$ cat config.mk
export PLATFORM = sky130hd
export DESIGN_NAME = stopwatch_lap_ctrl
export DESIGN_NICKNAME = d
export VERILOG_FILES = /design/src/rtl/stopwatch_pkg.sv /design/src/rtl/stopwatch_lap_mem.sv /design/src/rtl/stopwatch_lap_ctrl.sv
export SDC_FILE = /design/constraint.sdc
export NUM_CORES = 1
export LEC_CHECK = 0
export BUFFER_PORTS_ARGS = -buffer_cell sky130_fd_sc_hd__buf_4
export CAP_MARGIN = 20
export CORE_MARGIN = 5
export CORE_UTILIZATION = 60
export DETAILED_ROUTE_END_ITERATION = 10
export GPL_TIMING_DRIVEN = 0
export PLACE_DENSITY_LB_ADDON = 0.08
export SLEW_MARGIN = 0
export SYNTH_ARGS = -nofsm -noshare
export SYNTH_HDL_FRONTEND = slang
export SYNTH_SLANG_ARGS = --single-unit
export TNS_END_PERCENT = 5
$ cat constraint.sdc
create_clock -name clk -period 5.89 [get_ports clk]
set_input_delay 0.589 -clock clk [delete_from_list [all_inputs] [get_ports clk]]
set_output_delay 0.589 -clock clk [all_outputs]
set_load 0.03 [all_outputs]
$ cat src/rtl/stopwatch_pkg.sv
// rtl/stopwatch_pkg.sv - shared state encoding, time record and increment helper
package stopwatch_pkg;

    typedef enum logic [1:0] {
        IDLE  = 2'b00,
        RUN   = 2'b01,
        PAUSE = 2'b10
    } state_t;

    localparam logic [6:0] MS10_MAX = 7'd99;
    localparam logic [5:0] SEC_MAX  = 6'd59;

    typedef struct packed {
        logic [5:0] min;
        logic [5:0] sec;
        logic [6:0] ms_10;
    } time_t;

    localparam int TIME_W = $bits(time_t);

    // Ripple-carry one hundredth; the caller guards the saturation point.
    function automatic time_t time_inc(input time_t t);
        time_t r;
        r = t;
        if (t.ms_10 != MS10_MAX) begin
            r.ms_10 = t.ms_10 + 7'd1;
        end else begin
            r.ms_10 = '0;
            if (t.sec != SEC_MAX) begin
                r.sec = t.sec + 6'd1;
            end else begin
                r.sec = '0;
                r.min = t.min + 6'd1;
            end
        end
        return r;
    endfunction

endpackage

$ cat src/rtl/stopwatch_lap_mem.sv
// rtl/stopwatch_lap_mem.sv - lap record array with write pointer and valid count
module stopwatch_lap_mem
    import stopwatch_pkg::*;
#(
    parameter int LAP_DEPTH = 8,
    localparam int AW = $clog2(LAP_DEPTH)
) (
    input  logic              clk,
    input  logic              rst,
    input  logic              wr_en_i,
    input  logic              clr_i,
    input  logic [TIME_W-1:0] wr_data_i,
    input  logic [AW-1:0]     rd_idx_i,
    output logic [TIME_W-1:0] rd_data_o,
    output logic [AW:0]       count_o,
    output logic              full_o
);

    logic [TIME_W-1:0] mem_q [LAP_DEPTH];
    logic [AW:0]       count_q, count_d;
    logic [AW-1:0]     wr_ptr_q, wr_ptr_d;
    logic              do_write;

    assign full_o   = (count_q == (AW+1)'(LAP_DEPTH));
    assign do_write = wr_en_i && !full_o && !clr_i && !rst;

    always_comb begin
        count_d  = count_q;
        wr_ptr_d = wr_ptr_q;
        if (clr_i) begin
            count_d  = '0;
            wr_ptr_d = '0;
        end else if (do_write) begin
            count_d  = count_q + 1'b1;
            wr_ptr_d = wr_ptr_q + 1'b1;
        end
    end

    always_ff @(posedge clk) begin
        if (rst) begin
            count_q  <= '0;
            wr_ptr_q <= '0;
        end else begin
            count_q  <= count_d;
            wr_ptr_q <= wr_ptr_d;
        end
    end

    // Record contents survive reset; only the count decides validity.
    always_ff @(posedge clk) begin
        if (do_write) begin
            mem_q[wr_ptr_q] <= wr_data_i;
        end
    end

    assign rd_data_o = mem_q[rd_idx_i];
    assign count_o   = count_q;

endmodule

$ cat src/rtl/stopwatch_lap_ctrl.sv
// rtl/stopwatch_lap_ctrl.sv - run/pause FSM, tick prescaler, min:sec:10ms counter and display mux
module stopwatch_lap_ctrl
    import stopwatch_pkg::*;
#(
    parameter int TICK_DIV  = 500000,
    parameter int LAP_DEPTH = 8,
    parameter int MIN_MAX   = 59,
    localparam int AW = $clog2(LAP_DEPTH),
    localparam int PW = $clog2(TICK_DIV)
) (
    input  logic          clk,
    input  logic          rst,
    input  logic          start_stop,
    input  logic          lap,
    input  logic          view_lap,
    input  logic [AW-1:0] lap_idx,
    output logic [5:0]    min_o,
    output logic [5:0]    sec_o,
    output logic [6:0]    ms_10_o,
    output logic          running,
    output logic [AW:0]   lap_count,
    output logic          lap_full,
    output logic          overflow
);

    state_t            state_q;
    logic [PW-1:0]     presc_q;
    time_t             time_q;
    logic              overflow_q;
    logic [TIME_W-1:0] disp_q, disp_d;

    logic              lp, tick, at_max;
    logic              lap_wr, lap_clr, show_lap;
    logic [TIME_W-1:0] lap_rd;
    logic [AW:0]       lap_cnt;

    // start_stop has priority over a coincident lap press.
    assign lp     = lap && !start_stop;
    assign tick   = (state_q == RUN) && (presc_q == PW'(TICK_DIV - 1));
    assign at_max = (time_q.min == 6'(MIN_MAX)) && (time_q.sec == SEC_MAX)
                    && (time_q.ms_10 == MS10_MAX);

    assign lap_wr  = lp && (state_q == RUN);
    assign lap_clr = lp && (state_q != RUN);

    stopwatch_lap_mem #(
        .LAP_DEPTH (LAP_DEPTH)
    ) u_lap_mem (
        .clk       (clk),
        .rst       (rst),
        .wr_en_i   (lap_wr),
        .clr_i     (lap_clr),
        .wr_data_i (time_q),
        .rd_idx_i  (lap_idx),
        .rd_data_o (lap_rd),
        .count_o   (lap_cnt),
        .full_o    (lap_full)
    );

    assign show_lap = view_lap && ({1'b0, lap_idx} < lap_cnt);

    always_comb begin
        disp_d = time_q;
        if (show_lap) begin
            disp_d = lap_rd;
        end
    end

    always_ff @(posedge clk) begin
        if (rst) begin
            state_q    <= IDLE;
            presc_q    <= '0;
            time_q     <= '0;
            overflow_q <= 1'b0;
            disp_q     <= '0;
        end else begin
            disp_q <= disp_d;
            unique case (state_q)
                IDLE: begin
                    if (start_stop) begin
                        state_q <= RUN;
                    end else if (lp) begin
                        overflow_q <= 1'b0;
                    end
                end
                RUN: begin
                    presc_q <= tick ? '0 : presc_q + 1'b1;
                    if (tick) begin
                        if (at_max) begin
                            overflow_q <= 1'b1;
                            state_q    <= PAUSE;
                        end else begin
                            time_q <= time_inc(time_q);
                        end
                    end
                    if (start_stop) begin
                        state_q <= PAUSE;
                    end
                end
                PAUSE: begin
                    // After saturation only a clear leaves PAUSE.
                    if (start_stop && !overflow_q) begin
                        state_q <= RUN;
                    end else if (lp) begin
                        state_q    <= IDLE;
                        presc_q    <= '0;
                        time_q     <= '0;
                        overflow_q <= 1'b0;
                    end
                end
                default: state_q <= IDLE;
            endcase
        end
    end

    assign {min_o, sec_o, ms_10_o} = disp_q;
    assign running   = (state_q == RUN);
    assign lap_count = lap_cnt;
    assign overflow  = overflow_q;

endmodule

# Yosys cells after proc, flatten, opt, wreduce, memory -nomap -nowiden
# Memories as Yosys holds them, arrays and structs flattened.
# Cells that the tools add are included.
[totals]
elab_cells = 92
ramBits = 152
memories = 1
register_bits = 67
[mem_list]
columns = ["memory", "depth", "word_bits", "rd", "rd_clocked_by_memory_dff", "wr", "line", "text"]
rows = [
  ["u_lap_mem.mem_q", 8, 19, 1, 0, 1, "stopwatch_lap_mem.sv:19", "logic [TIME_W-1:0] mem_q [LAP_DEPTH];"],
]
[op_classes]
n_eq_ne = 22
reduce_logical = 26
order_cmp = 1
n_addsub = 6
mux = 27
[ops]
columns = ["cell", "n"]
rows = [
  ["two-way mux 19 bit", 6],
  ["case mux 19 bit (2 select lines)", 2],
  ["adder 19 x 1 -> 19 bit (second input constant)", 1],
  ["== test 19 bit (second input constant)", 1],
  ["inequality test 2 bit (second input constant)", 7],
  ["adder 6 x 1 -> 6 bit (second input constant)", 2],
  ["== test 6 bit (second input constant)", 2],
  ["two-way mux 12 bit", 1],
  ["two-way mux 2 bit", 6],
  ["two-way mux 6 bit", 2],
  ["logical AND 1 bit", 11],
  ["AND reduction 5 bit", 2],
  ["adder 7 x 1 -> 7 bit (second input constant)", 1],
  ["== test 7 bit (second input constant)", 1],
  ["two-way mux 1 bit", 7],
  ["two-way mux 7 bit", 1],
  ["inequality test 7 bit (second input constant)", 1],
  ["AND reduction 7 bit", 1],
  ["inequality test 2 x 1 -> 1 bit (second input constant)", 3],
  ["inequality test 3 x 2 -> 1 bit (second input constant)", 2],
  ["inequality test 6 bit (second input constant)", 1],
  ["case mux 2 bit (3 select lines)", 1],
  ["AND reduction 6 bit", 1],
  ["logical NOT 1 bit", 5],
  ["other kinds (14)", 14],
]

# Depth between registers and ports, before layout
[depth]
ltp_word = 8
ltp_mapped = 8

# Cells and area by module
# Synthesis repeated with hierarchy kept, for this count alone.
[unflattened]
hier_cells = 613
area_unflattened_um2 = 9201.3
[by_module_without_submodules]
columns = ["mod", "n_inst", "cells_per_inst", "area_per_inst_um2", "seq_area_each_um2"]
rows = [
  ["stopwatch_lap_mem", 1, 272, 6224.7, 4704.5],
  ["stopwatch_lap_ctrl", 1, 341, 2976.6, 1201.2],
]

# Worst setup path after synthesis
# OpenSTA, ideal clock, no wires.
[synth_path]
path_type = "reg2reg"
start = "register u_lap_mem.count_q[0] (netlist: u_lap_mem.count_o[0])"
end = "memory u_lap_mem.mem_q[2][0] (netlist name) (enable)"
stages_incl_launch_ff = 7
t_arrival_ns = 3.882
setup_ns = 0.451
path_slack_ns = 1.557
period_less_slack_ns = 4.333
n_path_buf = 1
cell_sequence = "dfxtp_1 > inv_1 > ha_1 > and3b_1 > or4_1 > clkbuf_1 > nor4b_1"
[synth_via]
elab_chain_cells = 7
[synth_rtl]
columns = ["element", "line", "text"]
rows = [
  ["from (decl)", "stopwatch_lap_mem.sv:20", "logic [AW:0] count_q, count_d;"],
  ["from (signal assigned)", "stopwatch_lap_mem.sv:44", "count_q <= count_d;"],
  ["== test 4 bit", "stopwatch_lap_mem.sv:24", "assign full_o = (count_q == (AW+1)'(LAP_DEPTH));"],
  ["named net lap_full", "stopwatch_lap_ctrl.sv:22", "output logic lap_full,"],
  ["logical NOT 1 bit", "stopwatch_lap_mem.sv:25", "assign do_write = wr_en_i && !full_o && !clr_i && !rst;"],
  ["logical AND 1 bit (3 in series)", "stopwatch_lap_mem.sv:25", ""],
  ["two-way mux 1 bit", "stopwatch_lap_mem.sv:51", "if (do_write) begin"],
  ["two-way mux 1 bit (implied by the code)", "stopwatch_lap_mem.sv:52", "mem_q[wr_ptr_q] <= wr_data_i;"],
  ["to (decl)", "stopwatch_lap_mem.sv:19", ""],
]
# The timed path passes the listed nets, and every way through them passes these cells.

# Worst setup path after layout
[layout_path]
start = "register state_q[1]"
end = "memory u_lap_mem.mem_q[7][5] (netlist name) (enable)"
[layout_via]
elab_chain_cells = 7
[layout_rtl]
columns = ["element", "line", "text"]
rows = [
  ["from (decl)", "stopwatch_lap_ctrl.sv:26", "state_t state_q;"],
  ["from (signal assigned)", "stopwatch_lap_ctrl.sv:71", "state_q <= IDLE;"],
  ["from (signal assigned)", "stopwatch_lap_ctrl.sv:81", "state_q <= RUN;"],
  ["from (signal assigned)", "stopwatch_lap_ctrl.sv:91", "state_q <= PAUSE;"],
  ["== test 2 x 1 -> 1 bit or inequality test 2 x 1 -> 1 bit (tied branches)", "stopwatch_lap_ctrl.sv:43, stopwatch_lap_ctrl.sv:44", ""],
  ["logical AND 1 bit (on tied branches)", "stopwatch_lap_ctrl.sv:43, stopwatch_lap_ctrl.sv:44", ""],
  ["logical AND 1 bit or logical NOT 1 bit (tied branches)", "stopwatch_lap_mem.sv:25", ""],
  ["logical AND 1 bit (*) (2 in series)", "stopwatch_lap_mem.sv:25", ""],
  ["two-way mux 1 bit (*)", "stopwatch_lap_mem.sv:51", ""],
  ["two-way mux 1 bit (implied by the code) (*)", "stopwatch_lap_mem.sv:52", ""],
]
# Mark *: on every way between the ends. The rest lies on a longest branch, timed or not.

==> impl_metrics.toml <==
[flow_run]
drv_cap = 0

[power_and_ir_drop]
p_per_area_nw_per_um2 = 332
leakage_nw = 3.63
power_mw = 3.59
peakVddDrop_v = 0.000284

[setup_path]
r2r_end = "u_lap_mem.mem_q[7][5]$_DFFE_PP_"
reg2regPathDepth = 8
required_ns = 6.10
r2r_slack_ns = 2.67
path_class = "reg2reg"
r2r-start = "state_q[1]$_SDFFE_PP0P_"
slowest_delay_ns = 0.80
cp_top_family = "simple AND/OR/NAND/NOR gates"
path_max_fanout = 12
crit_buf_inv = 4
end_kind = "flop"
path_cells = "inv_1 -> ha_1 -> inv_2 -> clkbuf_1 -> nor4_4 -> nand2_1 -> nor2_2 -> buf_6"
cp-start-kind = "flop"
cpMaxStageDelayCell = "nor2_2"
worstPathArrival_ns = 3.43

[synthesis]
synth-seq-area-share_pct = 63.2
synth_xor_area_share_pct = 1.97
postSynthCellCount = 635
synth_edf_count = 152
synth_ff_type = "edfxtp_1"
syn_area_um2 = 9350
synth_compound_area_share_pct = 8.15
synth_largest_area_cell = "edfxtp_1"
synth.top_cell.area_share_pct = 48.8
synth_adder_area_share_pct = 1.87
muxShareOfSynthArea_pct = 12.3
synth_top_family_by_area = "multiplexers"
synthSimpleGateAreaFrac_pct = 8.99
ys_top_cells_by_count = "edfxtp_1, dfxtp_1, nor2_1"
ys_top_cells_by_area = "edfxtp_1, dfxtp_1, mux4_2"
ys_seq_elements = 219
syn_nets = 657
ys_warn_count = 0
avgSynthCellArea_um2 = 14.7
synthArstFlopShare_pct = 0
yosysMostFrequentCell = "edfxtp_1"
ys_types = 68

[global_route]
grt_overflow = 0
grt_max_degree = 15
antenna_found_initial = 0
first_global_vias = 5907
grt_pass1_wl_um = 32500
globalRouteTotalUtil_pct = 23.1

[clock_network]
htree_levels = 1
cts_buffer_depth = 3
cts_resized = 0
cts.sinks = 219
cts_root_buf = "clkbuf_16"
postCtsHoldBufs = 0
cts_tree = "yes"
clk_pin_slew_worst_paths_ns = 0.06
numCtsBuffers = 23
clk_latency_ns = 0.51
cts_setup_buffers = 0

[placed_design]
dp_hpwl_um = 14000
gp_congestion = 0.877
port_buffers = 32

[floorplanning]
die_area_um2 = 18200
core_area_um2 = 15300
die_y_um = 135
dieWidth_um = 135
start_util_pct = 61.3
io_pins = 34
rows = 45

[finish]
num-nets-final = 732
synthToLayoutAreaGrowth_pct = 15.6
fin_util_pct = 70.8
drive_gt1_share_pct = 23.9
antenna_cells = 0

[sta]
rsz0062_at_grt = "no"
fin_skew_ns = 0.0206
worst_slew_pin_slew_ns = 0.959
setup_viol = 0
clock.fmax_ghz = 0.310
fin_crit_ns = 3.22
slew_viol_final = 0
slew_headroom_pct = 36.0
min_period_over_period_pct = 54.7
finalHoldViolCount = 0

[routing]
drt_first_pass_iters = 5
ant_nets = 0
wl_per_cell_um = 21.8
drt_iter0_drc = 577
finalWirelength_um = 20400
drcViolationCount = 0
vias = 5860
vias_per_cell = 6.25

[hold_path]
worstHoldEndpoint = "overflow$_SDFFE_PP0P_"
hp-start = "start_stop"
worstHoldPathCells = 4
min_path_type = "in2reg"

[outcome]
status = "finished clean"
## logic make-up (layout without fill, tap and decap cells)
family | Yosys count | count (layout)
simple gates | 150 | 150
fa+ha+maj | 14 | 14
flops | 219 | 219
mux | 62 | 62
buf+inv | 67 | 159
xor+xnor | 21 | 21
compound gates | 102 | 102
## state kept, by name, summed over array words and instances (netlist names)
signal              cells
disp_q                 19
overflow                1
presc_q                19
state_q                 2
time_q                 19
u_lap_mem.count_o       4
u_lap_mem.mem_q       152
u_lap_mem.wr_ptr_q      3
## worst max-delay path by stage
stage	start	end	slack, ns	depth (start not counted)
after floorplan	u_lap_mem.count_o[0]$_SDFFE_PP0P_	u_lap_mem.mem_q[2][0]$_DFFE_PP_	1.56	6
after global placement	rst	u_lap_mem.mem_q[2][0]$_DFFE_PP_	-0.37	4
after detailed placement	state_q[1]$_SDFFE_PP0P_	u_lap_mem.mem_q[7][5]$_DFFE_PP_	2.66	8
after CTS	state_q[1]$_SDFFE_PP0P_	u_lap_mem.mem_q[7][5]$_DFFE_PP_	2.63	8
after global routing	state_q[1]$_SDFFE_PP0P_	u_lap_mem.mem_q[7][5]$_DFFE_PP_	2.45	8
final	state_q[1]$_SDFFE_PP0P_	u_lap_mem.mem_q[7][5]$_DFFE_PP_	2.67	8
## per-stage QoR
stage,std cells,hold WS [ns],TNS (ns),cell area (um^2),setup slack (ns)
final,938,0.510,0,10800,2.67
after global routing,938,0.523,0,10800,2.45
after CTS,938,0.490,0,10800,2.63
after detailed placement,896,0.502,0,10100,2.66
after global placement,878,0.483,-13.71,9850,-0.366
after floorplan,635,0.468,0,9350,1.56
## final cells by class
cell class / instances / area [um^2]
sequential: 219 / 5910
inverter: 33 / 124
timing repair buffer: 50 / 417
multi-input combinational: 349 / 3150
buffer: 34 / 206
fill: 1022 / 4450
tap: 211 / 264
clock buffer: 34 / 647
clock inverter: 8 / 91.3
## power by group
| part | switching [mW] | internal [mW] | leakage [nW] |
|---|---|---|---|
| clock | 0.556 | 0.847 | 0.362 |
| combinational | 0.293 | 0.154 | 1.32 |
| sequential | 0.0486 | 1.69 | 1.95 |
| total | 0.898 | 2.69 | 3.63 |
## tightest hold or removal path: cells and delay by family
kind	cells	cell delay, ns
simple gates	1	0.10
compound gates	2	0.17
buf+inv	1	0.11
## placed cells by master, fill, tap and decap left out, drive strengths merged, types with 4 or more instances in the layout
cell type / instances
a211oi: 38
a21o: 4
a21oi: 15
a311oi: 4
a31oi: 6
and3: 9
buf: 68
clkbuf: 50
clkinv: 5
dfxtp: 67
edfxtp: 152
ha: 14
inv: 34
mux2: 20
mux2i: 4
mux4: 38
nand2: 27
nand2b: 5
nand3: 14
nand4: 11
nor2: 38
nor3: 15
nor4: 10
nor4b: 6
o21ai: 9
o31ai: 6
xnor2: 15
xor2: 6
## metal layers
metal / vias up / routed length (um) / GRT usage, %
met5: - / 0 / 0
met4: 0 / 367 / 6.56
met3: 36 / 1670 / 4.06
met2: 269 / 9750 / 36.8
met1: 2902 / 8640 / 33.2
li1: 2653 / - / -
No activity file was read; power rests on OpenSTA's default activity.
